## src/rtl/dm_access_ctrl.sv

```systemverilog
// dm_access_ctrl: MEM-stage load/store initiator for a word-only data memory, with sub-word RMW stores.
// Optional DM_STORE_LOG_EN adds a store trace driven by a half-rate cycle counter.
module dm_access_ctrl #(
    parameter int ADDR_BITS = 12
) (
    input  logic        clk,
    input  logic        clr,
    input  logic        req,
    input  logic [2:0]  op,
    input  logic [31:0] addr,
    input  logic [31:0] wdata,
    input  logic [31:0] pc,
    output logic        stall,
    output logic [31:0] rdata,
    output logic        done,
    output logic        fault,
    output logic [31:0] dm_address,
    output logic        dm_we,
    output logic [31:0] dm_wd,
    output logic [31:0] dm_ins_address,
    input  logic [31:0] dm_out
);
    localparam logic [2:0] LW = 3'd0, LH = 3'd1, LHU = 3'd2, LB = 3'd3, LBU = 3'd4, SW = 3'd5, SH = 3'd6;

    typedef enum logic {IDLE, WRITE} state_t;

    state_t      r_state;
    logic [31:0] r_rdata, r_wd, r_addr, r_pc;
    logic        r_done, r_fault;

    logic        w_idle, w_fault, w_load, w_sw, w_sub, w_go;
    logic [4:0]  w_sh;
    logic [31:0] w_shr, w_ext, w_merged;
    logic [15:0] w_half;
    logic [7:0]  w_byte;

    assign w_idle  = r_state == IDLE;
    assign w_load  = op < SW;
    assign w_sw    = op == SW;
    assign w_sub   = op > SW;
    assign w_fault = (|addr[31:ADDR_BITS])
                   | ((op == LW || op == SW) ? |addr[1:0]
                   : (op == LH || op == LHU || op == SH) ? addr[0] : 1'b0);
    assign w_go    = w_idle & req & ~w_fault;

    // Lane selection: little-endian bytes by addr[1:0], halves by addr[1]
    assign w_sh   = {addr[1:0], 3'b000};
    assign w_shr  = dm_out >> w_sh;
    assign w_byte = w_shr[7:0];
    assign w_half = addr[1] ? dm_out[31:16] : dm_out[15:0];

    assign w_ext = op == LW  ? dm_out
                 : op == LH  ? {{16{w_half[15]}}, w_half}
                 : op == LHU ? {16'h0000, w_half}
                 : op == LB  ? {{24{w_byte[7]}}, w_byte}
                 : {24'h000000, w_byte};

    assign w_merged = op == SH ? (addr[1] ? {wdata[15:0], dm_out[15:0]} : {dm_out[31:16], wdata[15:0]})
                    : (dm_out & ~(32'h0000_00FF << w_sh)) | ({24'h000000, wdata[7:0]} << w_sh);

    assign stall          = w_go & w_sub & ~clr;
    assign dm_we          = ((w_go & w_sw) | ~w_idle) & ~clr;
    assign dm_address     = w_idle ? {addr[31:2], 2'b00} : r_addr;
    assign dm_wd          = w_idle ? wdata : r_wd;
    assign dm_ins_address = w_idle ? pc : r_pc;
    assign rdata          = r_rdata;
    assign done           = r_done;
    assign fault          = r_fault;

    always_ff @(posedge clk) begin
        if (clr) begin
            r_state <= IDLE;
            r_rdata <= '0;
            r_done  <= 1'b0;
            r_fault <= 1'b0;
            r_wd    <= '0;
            r_addr  <= '0;
            r_pc    <= '0;
        end else begin
            r_done  <= 1'b0;
            r_fault <= 1'b0;
            if (!w_idle) begin
                r_state <= IDLE;
                r_done  <= 1'b1;
            end else if (req && w_fault) begin
                r_fault <= 1'b1;
            end else if (req && w_load) begin
                r_rdata <= w_ext;
                r_done  <= 1'b1;
            end else if (req && w_sw) begin
                r_done  <= 1'b1;
            end else if (req) begin
                r_state <= WRITE;
                r_wd    <= w_merged;
                r_addr  <= {addr[31:2], 2'b00};
                r_pc    <= pc;
            end
        end
    end

`ifdef DM_STORE_LOG_EN
    logic [31:0] r_cnt;
    logic        r_tog;

    always_ff @(posedge clk) begin
        if (clr) begin
            r_cnt <= '0;
            r_tog <= 1'b0;
        end else begin
            r_tog <= ~r_tog;
            if (r_tog) r_cnt <= r_cnt + 32'd1;
            if (dm_we) $display("%d@%h: *%h <= %h", r_cnt, {20'h00003, dm_ins_address[11:0]}, dm_address, dm_wd);
        end
    end
`endif
endmodule
```

## config.mk

```make
export PLATFORM = sky130hd
export DESIGN_NAME = dm_access_ctrl
export DESIGN_NICKNAME = d
export VERILOG_FILES = /design/src/rtl/dm_access_ctrl.sv
export SDC_FILE = /design/constraint.sdc
export NUM_CORES = 1
export LEC_CHECK = 0
export ABC_AREA = 1
export BUFFER_PORTS_ARGS = -buffer_cell sky130_fd_sc_hd__buf_2
export CAP_MARGIN = 20
export CORE_UTILIZATION = 36
export CTS_BUF_LIST = sky130_fd_sc_hd__clkbuf_16
export CTS_CLUSTER_DIAMETER = 30
export DETAILED_ROUTE_END_ITERATION = 12
export SLEW_MARGIN = 20
export SYNTH_ARGS = -nofsm -noshare
export SYNTH_HDL_FRONTEND = slang
export SYNTH_SLANG_ARGS = --single-unit
```

## constraint.sdc

```tcl
create_clock -name clk -period 1.72 [get_ports clk]
set_input_delay 0.172 -clock clk [delete_from_list [all_inputs] [get_ports clk]]
set_output_delay 0.172 -clock clk [all_outputs]
set_load 0.02 [all_outputs]
```

==> metrics.txt <==
pwr/cell area=741.3 nW/um2; drt via density=4.716; Post-synth EDFFs=0; Global Route Usage Sum=0.2304; H-tree Lvls=4; slowest CP cell=dfxtp_4; CP Class=reg2out; Core Footprint=between 20000 and 25000 um2; Die Area=22320 um2; wire length per cell=approximately 13 um; PnR worst setup slack=0.01094 ns; CTS Root Cell=clkbuf_16; dpl ws=-0.01206 ns; count of final max-slew check failures=0; leading cell type by number of instances after synthesis=nand2_1; ys async rst share=0; outcome=complete, no violations; HPWL reported at the end of detailed placement=18740 um; TritonCTS clock tree=done; number of global-route vias before repair=a little under 8000; Rows=53; largest cells by area after synthesis=dfxtp_1 33%, nand2_1 22%, inv_1 10%; clock latency on the worst-skew pair=0.42 ns; Synth Flop Type=dfxtp_1; Tmin final=1.709 ns; Final TNS setup=0 ns; final hold viol count=0; Final ANT Viol Nets=0; Worst Setup SP=r_state$_SDFF_PP0_; IO Pins=266; top fanout value on the critical path=32; Sink Count=129; Worst Path Required=1.55 ns; worst-case clock buffer depth=2; initial antenna violation count=1; global placement routability congestion=0.9143; Leak=6.090 nW; die outline width=149.4 um; Fill cells=roughly 2200; crit start category=flop; most frequent cells after synthesis=458 x nand2_1, 210 x inv_1, 208 x nor2_1; Tcrit/Tclk final=0.9936; Distinct cells, synth=23; sequential fraction of the synthesis area=0.3301; critical path endpoint category=output port; final WL=26050 um; maximum clock rate=585.1 MHz; area of the multi-input gates=4135 um2; drt pass-1 iters=7; top cell type's share of synthesized area=0.3301; final setup vio count=0; Die Ht=~150 um; RSZ-0062 raised after global routing=true; synthesized cell area=just under 8000 um2; Num CTS Buffers=17; routed via count=9244; VDD IR max=0.0006491 V; first-pass GRT wire length=between 40000 and 50000 um; largest net degree at the start of global routing=58; Port Buf Inserts=263; Initial DRC Count=551; Yosys warning count=0; hold_ws=approximately 0.0095 ns; Syn Area/Cell=5.612 um2; Yosys top cell by area=dfxtp_1; worst path arrival time=approximately 1.5 ns; nets@finish=~1800; Final Skew=0.004319 ns; crit-path cells=buf_8 -> o21ai_0 -> buf_2; grt ovf=0; register bit total from synthesis=between 100 and 150; Initial Util=0.3698; HP Start=addr[7]; storage element area=between 2000 and 3000 um2; Cells after Synth=1394; share of cells above drive strength 1=0.2138; Hold Crit Class=in2reg; area grow syn2layout=38.24%; post-layout util=0.5112; worst reg2reg path startpoint=r_state$_SDFF_PP0_; overall power=about 0.0080 W; clock-pin slew on the worst setup and hold paths=around 0.06 ns; DRC errors left=0; peak per-stage delay on the critical path=approximately 0.38 ns; Max Cap Viol=0
-- critical path, delay by kind of cell, from the launching register on --
kind / cells / cell delay, ns
buffers and inverters: 2 / 0.41
flip-flops: 1 / 0.38
AO/OA/AOI/OAI: 1 / 0.31
-- placed cells by master, fill, tap and decap left out, types with 38 or more instances in the layout --
| cell type | synthesis | routed |
|---|---|---|
| o21ai_1 | 1 | 48 |
| inv_1 | 210 | 210 |
| buf_4 | 3 | 57 |
| nand3_1 | 73 | 72 |
| buf_2 | 17 | 235 |
| dfxtp_1 | 129 | 128 |
| o21ai_0 | 133 | 81 |
| nand2_1 | 458 | 458 |
| a21oi_1 | 39 | 38 |
| nor2_1 | 208 | 206 |
-- per-layer routing --
metal / track usage / part of all wire / vias up
li1: - / - / 4793
met1: 0.3152 / 0.46 / 4102
met2: 0.3593 / 0.45 / 309
met3: 0.04177 / 0.063 / 40
met4: 0.08367 / 0.021 / 0
met5: 0 / 0 / -
-- state kept, by name, indices dropped and copies added (netlist names) --
register	cells
r_wd	32
done	1
fault	1
r_pc	32
rdata	32
r_addr	30
r_state	1
-- stage by stage --
step | cell area [um2] | instances
2_1_floorplan | 7826 | 1395
4_1_cts | 10700 | 1955
3_5_place_dp | 9622 | 1887
3_3_place_gp | 9622 | 1887
6_report | 10810 | 1960
5_1_grt | 10810 | 1959
-- cells by family after synthesis --
logic type             count (synthesis)  synth area share
buffers and inverters                300            0.1481
AO/OA/AOI/OAI                        193            0.1291
other                                  1         0.0004794
flip-flops                           129            0.3301
AND/OR/NAND/NOR                      771            0.3922
-- power by group --
part	switching [W]	internal [W]
Clock	0.00147	0.00230
Sequential	0.000000380	0.00299
Combinational	0.000780	0.000485
-- worst paths after layout --
check	end	slack [ns]	cells past startpoint
max	dm_wd[1]	0.01	3
min	r_addr[7]$_SDFFE_PP0P_	0.009	3
max reg2reg	r_wd[19]$_SDFFE_PP0P_	0.22	8
min reg2reg	r_addr[31]$_SDFFE_PP0P_	0.46	2
-- final cells by class --
cell class	count	share of cell area
multi-input combinational	966	0.3824
sequential	129	0.2392
timing repair buffer	344	0.2145
inverter	213	0.07521
clock buffer	17	0.03934
tap	275	0.03182
clock inverter	14	0.01655
timing repair inverter	1	0.0008099
antenna	1	0.0002314
-- what timing repair did --
item / in CTS / in global routing
endpoints found under the hold margin: 34 / 1
gates cloned: 2 / 1
gates resized for setup: 36 / 66
buffers inserted: 1 / 2
setup endpoints to repair: 75 / 54
hold buffers: 34 / 1
Power figures use the tool's default switching activity.
